--- src/rtl/issue_scoreboard.sv ---
// -----------------------------------------------------------------------------
// issue_scoreboard
//
// Single-entry issue controller between the instruction decoder and the
// execute pipes. One decoded instruction is buffered. A 32-bit pending
// scoreboard records outstanding register writes. The buffered instruction is
// dispatched with a wrapping sequence tag once:
//   - its RAW and WAW hazards have cleared, and
//   - its target pipe is ready.
// After a control-flow instruction issues, all issue stops until br_resolve.
//
// Handshake semantics (both D_* and X_* sides):
//   - A transfer happens on a rising clk edge where valid and ready are both 1.
//   - A valid source holds its fields stable until the transfer.
//   - X_val never depends on X_rdy.
//   - D_rdy is combinational from state, the scoreboard and X_rdy.
//
// Ports:
//   clk, rst_n            clock; asynchronous active-low reset
//   D_val / D_rdy         decoder handshake
//   D_uop, D_jal          micro-op (3-bit encoding below); jal kind (0 none, 1 jal, 2 jalr)
//   D_raddr0/1, D_waddr   source and destination registers
//   D_wen                 instruction writes D_waddr
//   X_val / X_rdy         one-hot dispatch valid / per-pipe ready ([0] ALU, [1] MUL, [2] MEM)
//   X_uop..X_wen          buffered instruction fields
//   X_seq                 sequence tag of the dispatched instruction
//   C_val, C_waddr        writeback completion clears a pending bit
//   br_resolve            the outstanding control instruction has resolved
//   busy                  anything buffered, waiting or pending
//   dbg_state             FSM state (0 EMPTY, 1 HELD, 2 BR_WAIT)
//   dbg_pending           scoreboard bits
//
// uop encoding:
//   0 ADD, 1 MUL, 2 LW, 3 SW, 4 JAL, 5 JALR, 6 BNE
// -----------------------------------------------------------------------------
module issue_scoreboard #(
  parameter int SEQ_BITS = 4
) (
  input  logic                clk,
  input  logic                rst_n,
  input  logic                D_val,
  output logic                D_rdy,
  input  logic [2:0]          D_uop,
  input  logic [1:0]          D_jal,
  input  logic [4:0]          D_raddr0,
  input  logic [4:0]          D_raddr1,
  input  logic [4:0]          D_waddr,
  input  logic                D_wen,
  output logic [2:0]          X_val,
  input  logic [2:0]          X_rdy,
  output logic [2:0]          X_uop,
  output logic [4:0]          X_raddr0,
  output logic [4:0]          X_raddr1,
  output logic [4:0]          X_waddr,
  output logic                X_wen,
  output logic [SEQ_BITS-1:0] X_seq,
  input  logic                C_val,
  input  logic [4:0]          C_waddr,
  input  logic                br_resolve,
  output logic                busy,
  output logic [1:0]          dbg_state,
  output logic [31:0]         dbg_pending
);

  localparam logic [2:0] OP_MUL = 3'd1;
  localparam logic [2:0] OP_LW  = 3'd2;
  localparam logic [2:0] OP_SW  = 3'd3;
  localparam logic [2:0] OP_BNE = 3'd6;

  typedef enum logic [1:0] {
    ST_EMPTY   = 2'd0,
    ST_HELD    = 2'd1,
    ST_BR_WAIT = 2'd2
  } state_t;

  state_t              r_state;
  state_t              w_state_nxt;
  logic [2:0]          r_uop;
  logic [1:0]          r_jal;
  logic [4:0]          r_raddr0;
  logic [4:0]          r_raddr1;
  logic [4:0]          r_waddr;
  logic                r_wen;
  logic [31:0]         r_pending;
  logic [31:0]         w_pending_nxt;
  logic [SEQ_BITS-1:0] r_seq;

  logic       w_ctrl;
  logic       w_hazard;
  logic [2:0] w_pipe;
  logic       w_issue;
  logic       w_load;

  // Route the buffered uop to its pipe.
  always_comb begin
    w_pipe = 3'b001;
    if (r_uop == OP_MUL) begin
      w_pipe = 3'b010;
    end else if (r_uop == OP_LW || r_uop == OP_SW) begin
      w_pipe = 3'b100;
    end
  end

  assign w_ctrl = (r_jal != 2'd0) || (r_uop == OP_BNE);

  // Only registered scoreboard bits are used, so a completion unblocks a
  // dependent instruction one cycle after its edge. pending[0] is never set,
  // so x0 sources and destinations never create a hazard.
  assign w_hazard = r_pending[r_raddr0] | r_pending[r_raddr1] |
                    (r_wen & r_pending[r_waddr]);

  assign X_val   = (r_state == ST_HELD && !w_hazard) ? w_pipe : 3'b000;
  assign w_issue = |(X_val & X_rdy);

  // A control instruction leaves the buffer without admitting a successor,
  // because nothing may follow it until it resolves.
  assign D_rdy  = (r_state == ST_EMPTY) || (w_issue && !w_ctrl);
  assign w_load = D_val && D_rdy;

  always_comb begin
    w_state_nxt = r_state;
    case (r_state)
      ST_EMPTY: begin
        if (D_val) w_state_nxt = ST_HELD;
      end
      ST_HELD: begin
        if (w_issue) begin
          if (w_ctrl)     w_state_nxt = ST_BR_WAIT;
          else if (D_val) w_state_nxt = ST_HELD;
          else            w_state_nxt = ST_EMPTY;
        end
      end
      ST_BR_WAIT: begin
        if (br_resolve) w_state_nxt = ST_EMPTY;
      end
      default: w_state_nxt = ST_EMPTY;
    endcase
  end

  // Set and clear never collide: a pending destination blocks issue via WAW.
  always_comb begin
    w_pending_nxt = r_pending;
    if (C_val) w_pending_nxt[C_waddr] = 1'b0;
    if (w_issue && r_wen && r_waddr != 5'd0) w_pending_nxt[r_waddr] = 1'b1;
  end

  always_ff @(posedge clk or negedge rst_n) begin
    if (!rst_n) begin
      r_state   <= ST_EMPTY;
      r_pending <= '0;
      r_seq     <= '0;
    end else begin
      r_state   <= w_state_nxt;
      r_pending <= w_pending_nxt;
      if (w_issue) r_seq <= r_seq + 1'b1;
    end
  end

  always_ff @(posedge clk or negedge rst_n) begin
    if (!rst_n) begin
      r_uop    <= '0;
      r_jal    <= '0;
      r_raddr0 <= '0;
      r_raddr1 <= '0;
      r_waddr  <= '0;
      r_wen    <= 1'b0;
    end else if (w_load) begin
      r_uop    <= D_uop;
      r_jal    <= D_jal;
      r_raddr0 <= D_raddr0;
      r_raddr1 <= D_raddr1;
      r_waddr  <= D_waddr;
      r_wen    <= D_wen;
    end
  end

  assign X_uop       = r_uop;
  assign X_raddr0    = r_raddr0;
  assign X_raddr1    = r_raddr1;
  assign X_waddr     = r_waddr;
  assign X_wen       = r_wen;
  assign X_seq       = r_seq;
  assign busy        = (r_state != ST_EMPTY) || (|r_pending);
  assign dbg_state   = r_state;
  assign dbg_pending = r_pending;

endmodule

--- config.mk ---
export PLATFORM = sky130hd
export DESIGN_NAME = issue_scoreboard
export DESIGN_NICKNAME = d
export VERILOG_FILES = /design/src/rtl/issue_scoreboard.sv
export SDC_FILE = /design/constraint.sdc
export NUM_CORES = 1
export LEC_CHECK = 0
export BUFFER_PORTS_ARGS = -buffer_cell sky130_fd_sc_hd__buf_2
export CAP_MARGIN = 25
export CORE_MARGIN = 1.5
export CORE_UTILIZATION = 53
export CTS_CLUSTER_DIAMETER = 40
export DETAILED_ROUTE_END_ITERATION = 16
export PLACE_DENSITY_LB_ADDON = 0.05
export SLEW_MARGIN = 30
export SYNTH_ARGS = -nofsm -noshare
export SYNTH_HDL_FRONTEND = slang
export SYNTH_SLANG_ARGS = --single-unit
export TNS_END_PERCENT = 50
--- constraint.sdc ---
create_clock -name clk -period 3.6 [get_ports clk]
set_input_delay 0.72 -clock clk [delete_from_list [all_inputs] [get_ports clk]]
set_output_delay 0.72 -clock clk [all_outputs]
set_load 0.05 [all_outputs]
==> reports/qor.yml, run 1 <==
hold_viol: 0
cts.sink_count: 59
dp_hpwl_microns: 8320
avgSynthCellArea_sq_um: 10.9
final.setup.worst_slack_ps: 85.8
diodes: 0
r2r_cells: 8
numCtsBuffers: 9
place_inst: 515
die_w_microns: 85.9
drtAntennaViolNets: 0
grt_max_degree: 49
yosysSeqAreaShare_pct: 40.6
nNetsFinal: 481
setup_violations: 0
cts.path.max_buffers: 2
layout_common_cells: "buf_2, dfrtp_1, o21ai_0"
critPathKind: "flop to primary output"
area_growth_pct: 25.0
die-area_sq_um: 7370
die_h_microns: 85.9
synth_fp_nets: 370
drtIter0Drc: 236
core_region_area_sq_um: 6720
fin_cells: 531
firstDrtPassIters: 5
rsz0062_at_grt: "false"
netlist_area_sq_um: 3640
cts_root_buf: "clkbuf_8"
htreeDepth: 3
clkLatencyLatePin_ps: 340
syn_inst: 335
synthArstFlopShare_pct: 100
start_util_pct: 54.2
cp-end-kind: "primary output"
numPortBuffers: 95
io-pin-count: 96
synth_ff_type: "dfrtp_1"
wl_per_cell_microns: 21.3
drc_errors: 0
synth-edff-count: 0
fin_area_sq_um: 4550
status: "completed"
grt_pass1_vias: 3159
yosys.cell_types.count: 47
hold_buffers: 0
grt_overflow: 0
crit_fanout: 6
hold_ws_ps: 399
finalMaxSlewViolations: 0
dpl_cell_area_sq_um: 4330
rows: 30
skew_ps: 7.89
drive_gt1_share_pct: 41.2
fmax_mhz: 285
cp-start-kind: "flop"
cp.arrival_ps: 2790
worstMarginPinSlew_ps: 616
via_per_inst: 6.48
track_usage_pct: 32.3
r2r_start: "dbg_pending[20]"
place_ws_ps: 280
path_clk_slew_ps: 70
place_congestion: 0.863
rr_endpoint: "X_raddr1[0]"
cts_tree: "done"
routed_wl_microns: 11300
required_ps: 2880
max_cap_violations: 0
hold_path.class: "primary input to async pin"
min_period_ps: 3510
period_share_pct: 97.6
rrSetupSlack_ps: 780
layout_commonest_cell: "buf_2"
grt_pass1_wl_microns: 17800
antenna_found_initial: 0
vias: 3442
synth_seq_cells: 59
yosys_warnings: 0
slew_headroom_pct: 58.9
[metal layers]
layer  vias to the layer above  GRT usage [%]  wire length (microns)
li1                       1523              -                      -
met1                      1705           48.2                   4910
met2                       196           47.1                   5160
met3                        18           6.16                   1000
met4                         0           11.0                    205
met5                         -              0                      0
[cell usage after synthesis, drive strengths merged, types with 3 or more instances]
cell type / n / area share, %
mux2: 21 / 8.4
nand2b: 6 / 1.0
nor2: 17 / 1.8
nor3: 3 / 0.41
a22oi: 4 / 0.83
mux2i: 25 / 6.9
o21ai: 34 / 4.7
clkbuf: 9 / 0.93
and3: 3 / 0.52
nand4: 4 / 0.69
nor2b: 3 / 0.52
nand3: 10 / 1.7
nor4: 8 / 1.4
dfrtp: 59 / 41
nand3b: 12 / 2.5
buf: 9 / 1.7
o211ai: 4 / 0.83
mux4: 11 / 6.8
o31ai: 32 / 7.0
nand2: 12 / 1.2
xnor2: 3 / 0.72
or3b: 4 / 0.96
inv: 8 / 0.83
a21oi: 12 / 1.7
o22ai: 3 / 0.52
[registers in the layout (all words and copies together), names as in the netlist]
signal / count
X_seq: 4
X_waddr: 5
dbg_pending: 32
dbg_state: 2
r_jal: 2
X_wen: 1
X_uop: 3
X_raddr0: 5
X_raddr1: 5
[per-stage QoR]
stage          util, %  setup TNS, ps
2_1_floorplan        -          -15.2
6_report          67.7              0
3_5_place_dp      64.5              0
5_1_grt           67.7              0
3_3_place_gp      64.5              0
4_1_cts           67.5              0
[critical path, cell delays in order, from the launching register on]
cell and delay (ps):
dfrtp_1 460, mux4_2 500, a311o_1 360, a22o_1 230, o31ai_4 250, buf_4 200, nand3_4 80, o22ai_4 120
clkbuf_4 250
[worst max path at each step]
stage	start	to	slack, ps	cells after the start
finish	dbg_pending[20]	D_rdy	90	8
global route	X_waddr[1]	D_rdy	6	10
CTS	X_waddr[2]	D_rdy	0.7	9
detailed placement	X_raddr0[1]	X_val[1]	280	7
global placement	X_raddr1[1]	X_val[1]	330	7
floorplan	X_waddr[1]	X_val[1]	-20	7
[cell families after synthesis]
family | share of synthesized area, %
XOR/XNOR | 0.722
multiplexers | 22.0
AND/OR/NAND/NOR | 14.4
buffers and inverters | 3.47
adder cells (fa/ha/maj) | 0.344
AO/OA/AOI/OAI | 18.4
flip-flops | 40.6
[timing repair]
item,4_1_cts,5_1_grt
endpoints found under the setup margin,1,4
setup buffers,0,0
endpoints found under the hold margin,0,0
gates resized for setup,4,6
cloned,0,0
[area by class of cell]
class                           count  area [sq um]
Inverter                            8          30.0
Multi-Input combinational cell    250          2070
Tap cell                           80           100
Fill cell                         549          2170
Clock inverter                      4          50.0
Timing Repair Buffer              118           663
Clock buffer                       12           145
Sequential cell                    59          1490
Power of run 1 is left out: the tool's default activity adds up to more than one toggle a clock period on the data nets, which glitch-free logic cannot reach.
==> run 2, diff against run 1 <==
--- a/config.mk
+++ b/config.mk
@@ -7,8 +7,9 @@
 export LEC_CHECK = 0
 export BUFFER_PORTS_ARGS = -buffer_cell sky130_fd_sc_hd__buf_2
 export CAP_MARGIN = 25
+export CORE_ASPECT_RATIO = 1.1
 export CORE_MARGIN = 1.5
-export CORE_UTILIZATION = 53
+export CORE_UTILIZATION = 48
 export CTS_CLUSTER_DIAMETER = 40
 export DETAILED_ROUTE_END_ITERATION = 16
 export PLACE_DENSITY_LB_ADDON = 0.05
==> constraint.sdc (replaced) <==
create_clock -name clk -period 3 [get_ports clk]
set_input_delay 0.6 -clock clk [delete_from_list [all_inputs] [get_ports clk]]
set_output_delay 0.6 -clock clk [all_outputs]
set_load 0.05 [all_outputs]
==> run 2 against run 1 <==
Net effect:
- critical path depth decreased by 1
- clock skew grew 7.2 ps
- wire length is 8.8% higher
- register-to-register slack got worse by 620 ps
- worst hold slack worse by 120 ps
- flip-flop and latch count unchanged
- clock-buffer cell count decreased by 1
- non-clock buffer count increased by 34
- via count is 1.3% higher
- critical endpoint is now X_val[1]
- the run now ends with setup timing left
- die area up 10%
- global-route usage shrank 0.67 points
- largest cell class unchanged
- final cell count is 7.7% higher
==> reports/qor.yml, run 2 (synthesis gave the netlist of run 1 again) <==
slew_headroom_pct: 55.4  # was 58.9%
numCtsBuffers: 9  # unchanged
status: "finished with violations"  # was completed
die_h_microns: 94.3  # was 85.9 microns
dp_hpwl_microns: 9030  # was 8320 microns
wl_per_cell_microns: 21.5  # was 21.3 microns
drtAntennaViolNets: 0  # unchanged
cts.path.max_buffers: 2  # unchanged
r2r_cells: 9  # was 8
max_cap_violations: 0  # unchanged
finalMaxSlewViolations: 0  # unchanged
final.setup.worst_slack_ps: -154  # was 85.8 ps
fmax_mhz: 317
startpoint: "X_waddr[1]"  # was dbg_pending[20]
rr_endpoint: "X_seq[1]"  # was X_raddr1[0]
firstDrtPassIters: 5  # unchanged
place_congestion: 0.920  # was 0.863
crit_chain: "mux4_2, a311o_1, a22o_1, o31ai_4, nand2_2, nor4b_4, buf_6"  # was mux4_2, a311o_1, a22o_1, o31ai_4, buf_4, nand3_4, o22ai_4, clkbuf_4
setup_violations: 4  # was 0
critPathKind: "flop to primary output"  # unchanged
cp-end-kind: "primary output"  # unchanged
violations: "setup timing"
rows: 33  # was 30
crit_path_max_incr_delay_ps: 520  # was 500 ps
io-pin-count: 96  # unchanged
grt_pass1_vias: 3440  # was 3,159
worstMarginPinSlew_ps: 660  # was 616 ps
cts_root_buf: "clkbuf_8"  # unchanged
r2r_start: "X_waddr[4]"  # was dbg_pending[20]
rsz0062_at_grt: "true"  # was false
clkLatencyLatePin_ps: 350  # was 340 ps
hold_viol: 0  # unchanged
antenna_found_initial: 0  # unchanged
cp.arrival_ps: 2550  # was 2790 ps
layout_commonest_cell: "buf_2"  # unchanged
htreeDepth: 3  # unchanged
period_share_pct: 105
grt_max_degree: 36  # was 49
cp-start-kind: "flop"  # unchanged
numPortBuffers: 95  # unchanged
track_usage_pct: 31.6  # was 32.3%
diodes: 0  # unchanged
grt_pass1_wl_microns: 19000  # was 17,800 microns
crit_path_end: "X_val[1]"  # was D_rdy
crit_fanout: 3  # was 6
nNetsFinal: 515  # was 481
start_util_pct: 49.2  # was 54.2%
rrSetupSlack_ps: 160  # was 780 ps
largest_reg_flops: 32  # unchanged
skew_ps: 15.1  # was 7.89 ps
min_period_ps: 3150
area_growth_pct: 34.1  # was 25.0%
core_region_area_sq_um: 7390  # was 6720 sq um
grt_overflow: 0  # unchanged
path_clk_slew_ps: 80  # was 70 ps
layout_common_cells: "buf_2, buf_4, dfrtp_1"  # was buf_2, dfrtp_1, o21ai_0
cts.sink_count: 59  # unchanged
die-area_sq_um: 8110  # was 7370 sq um
hold_path.class: "primary input to async pin"  # unchanged
via_per_inst: 6.10  # was 6.48
vias: 3488  # was 3,442
required_ps: 2400  # was 2880 ps
utilization_pct: 66.1  # was 67.7%
drc_errors: 0  # unchanged
drive_gt1_share_pct: 45.8  # was 41.2%
drtIter0Drc: 272  # was 236
die_w_microns: 86.0  # was 85.9 microns
slowest_stage: "mux4_2"  # unchanged
cts_tree: "done"  # unchanged
routed_wl_microns: 12300  # was 11,300 microns
==> run 2: cell type report <==
| type | count | area, sq um |
|---|---|---|
| clock inverters | 5 | 52.6 |
| inverters | 8 | 30.0 |
| flip-flops and latches | 59 | 1490 |
| well taps | 87 | 109 |
| clock buffers | 11 | 141 |
| fillers | 626 | 2510 |
| multi-input cells | 250 | 2090 |
| repair buffers | 152 | 972 |
==> run 2: what timing repair did <==
item	CTS	global route
endpoints found under the setup margin	4	4
hold buffers	0	0
cloned	0	0
pin swaps	5	3
resized for setup	10	10
setup buffers	0	3
==> run 2: layer usage <==
metal	GRT usage, %	wire (microns)	share of wire, %	up-vias
li1	-	-	-	1597
met1	41.2	4990	41	1677
met2	52.5	6030	49	192
met3	6.47	1020	8.3	22
met4	10.9	239	1.9	0
met5	0	0	0	-
==> run 2: critical path, delay by kind of cell (launching register included) <==
kind	cells	cell delay, ps
buffers and inverters	1	190
muxes	1	520
DFF	1	400
and+or+nand+nor	2	350
AOI/OAI and AO/OA	3	730
==> run 2: worst min-delay path by stage <==
stage                        endpoint  slack (ps)  depth (start not counted)
after floorplan           X_raddr0[0]         300                          0
after CTS                    X_uop[0]         290                          1
after global routing         X_uop[0]         320                          1
final                        X_uop[0]         280                          1
after detailed placement     X_seq[3]         460                          1
after global placement       X_seq[3]         460                          1
==> run 2: through the flow <==
step                      instances  hold WS (ps)  TNS, ps  setup WS (ps)  cell area (sq um)
after global placement          553           456        0           74.7               4600
after floorplan                 335           304    -1330           -473               3690
final                           572           280     -502           -154               4880
after detailed placement        553           458        0           33.3               4600
after CTS                       569           286     -791           -216               4820
after global routing            572           317     -848           -235               4880
Power of run 2 is left out for the same reason.
==> run 3, diff against run 2 <==
--- a/config.mk
+++ b/config.mk
@@ -5,7 +5,7 @@
 export SDC_FILE = /design/constraint.sdc
 export NUM_CORES = 1
 export LEC_CHECK = 0
-export BUFFER_PORTS_ARGS = -buffer_cell sky130_fd_sc_hd__buf_2
+export BUFFER_PORTS_ARGS = -buffer_cell sky130_fd_sc_hd__buf_4
 export CAP_MARGIN = 25
 export CORE_ASPECT_RATIO = 1.1
 export CORE_MARGIN = 1.5
==> run 3 against run 2 <==
Net effect:
- the run still ends with setup timing left
- largest cell class unchanged
- die area did not move
- fmax barely moved
- via count rose by 2.4%
- flip-flop and latch count did not move
- wire length fell by 1.9%
- highest routed layer unchanged
- final cell count fell by 0.52%
- critical path depth did not move
==> reports/qor.yml, run 3 (synthesis gave the netlist of run 1 again) <==
cts_tree: "done"  # unchanged
die_w_microns: 86.0  # unchanged
utilization_pct: 68.4  # was 66.1%
firstDrtPassIters: 4  # was 5
rr_endpoint: "X_waddr[1]"  # was X_seq[1]
final.setup.worst_slack_ps: -157  # was -154 ps
drive_gt1_share_pct: 45.2  # was 45.8%
via_per_inst: 6.27  # was 6.10
area_growth_pct: 38.8  # was 34.1%
nNetsFinal: 512  # was 515
fmax_mhz: 317  # about the same
max_cap_violations: 0  # unchanged
hold_viol: 0  # unchanged
finalMaxSlewViolations: 0  # unchanged
grt_max_degree: 60  # was 36
crit_family: "compound AO/OA/AOI/OAI gates"  # unchanged
routed_wl_microns: 12000  # was 12,300 microns
slew_headroom_pct: 49.4  # was 55.4%
drc_errors: 0  # unchanged
vias: 3570  # was 3,488
clkLatencyLatePin_ps: 340  # was 350 ps
numCtsBuffers: 9  # unchanged
htreeDepth: 3  # unchanged
min_period_ps: 3160  # was 3150 ps
grt_pass1_wl_microns: 18600  # was 19,000 microns
crit_path_max_incr_delay_ps: 510  # was 520 ps
diodes: 0  # unchanged
fillCellCount: 589  # was 626
path_clk_slew_ps: 70  # was 80 ps
crit_fanout: 3  # unchanged
rrSetupSlack_ps: 240  # was 160 ps
crit_chain: "mux4_2, a311o_1, a22o_1, o31ai_4, nand2_2, nor4b_4, buf_6"  # unchanged
rows: 33  # unchanged
cts.sink_count: 59  # unchanged
die_h_microns: 94.3  # unchanged
skew_ps: 9.22  # was 15.1 ps
track_usage_pct: 30.6  # was 31.6%
grt_overflow: 0  # unchanged
r2r_cells: 7  # was 9
wl_per_cell_microns: 21.2  # was 21.5 microns
core_region_area_sq_um: 7390  # unchanged
cp-end-kind: "primary output"  # unchanged
hold_buffers: 0  # unchanged
layout_common_cells: "buf_4, dfrtp_1, o21ai_0"  # was buf_2, buf_4, dfrtp_1
setup_violations: 4  # unchanged
hold_path.class: "primary input to async pin"  # unchanged
die-area_sq_um: 8110  # unchanged
drtAntennaViolNets: 0  # unchanged
status: "finished with violations"  # unchanged
cts_root_buf: "clkbuf_8"  # unchanged
drtIter0Drc: 252  # was 272
grt_pass1_vias: 3426  # was 3,440
r2r_start: "X_raddr1[1]"  # was X_waddr[4]
period_share_pct: 105  # about the same
violations: "setup timing"  # unchanged
place_congestion: 0.933  # was 0.920
cts.path.max_buffers: 2  # unchanged
start_util_pct: 49.2  # unchanged
slowest_stage: "mux4_2"  # unchanged
worstMarginPinSlew_ps: 759  # was 660 ps
antenna_found_initial: 0  # unchanged
numPortBuffers: 95  # unchanged
required_ps: 2400  # about the same
path_buf_inv: 1  # unchanged
io-pin-count: 96  # unchanged
largest_reg_flops: 32  # unchanged
cp-start-kind: "flop"  # unchanged
dp_hpwl_microns: 8970  # was 9030 microns
layout_commonest_cell: "buf_4"  # was buf_2
cp.arrival_ps: 2560  # was 2550 ps
rsz0062_at_grt: "true"  # unchanged
critPathKind: "flop to primary output"  # unchanged
run 3: cell types whose count changed in the layout (fill, tap and decap cells not counted), moves of 2 or more:
cell | before | now
buf_2 | 91 | 0
buf_4 | 53 | 143
buf_8 | 3 | 1
nor2_2 | 0 | 2
nor2_4 | 2 | 0
run 3: layer usage:
layer,part of all wire (%),vias to the layer above,GRT usage (%)
li1,-,1587,-
met1,41,1760,43.0
met2,49,203,47.8
met3,8.9,20,5.86
met4,1.9,0,10.6
met5,0,-,0
run 3: worst max-delay path by stage:
stage	start	endpoint	slack (ps)	depth (start not counted)
5_1_grt	X_waddr[1]	X_val[1]	-250	7
6_report	X_waddr[1]	X_val[1]	-160	7
3_3_place_gp	X_waddr[1]	X_val[1]	90	7
2_1_floorplan	X_waddr[1]	X_val[1]	-470	7
3_5_place_dp	X_waddr[1]	X_val[1]	90	7
4_1_cts	X_waddr[1]	X_val[1]	-210	7
run 3: stage by stage:
step                      cell area (sq um)  hold slack, ps  instances  worst slack (ps)  TNS [ps]
final                                  5050             338        569              -157      -496
after CTS                              5010             355        565              -208      -703
after detailed placement               4790             473        548              86.8         0
after global routing                   5050             389        569              -252      -851
after global placement                 4790             466        548              88.2         0
after floorplan                        3690             304        335              -473     -1330
run 3: what timing repair did:
item                       in CTS  in global routing
gates resized for setup         8                  3
pin swaps                       5                  2
setup buffers                   1                  4
setup endpoints to repair       4                  5
cloned                          0                  0
run 3: area by class of cell:
cell class              count  area (sq um)  area share, %
inverters                   8          30.0          0.594
flip-flops and latches     59          1490           29.4
repair buffers            149          1150           22.8
clock inverters             5          52.6           1.04
multi-input cells         250          2080           41.2
well taps                  87           109           2.15
clock buffers              11           141           2.80
Power of run 3 is left out for the same reason.
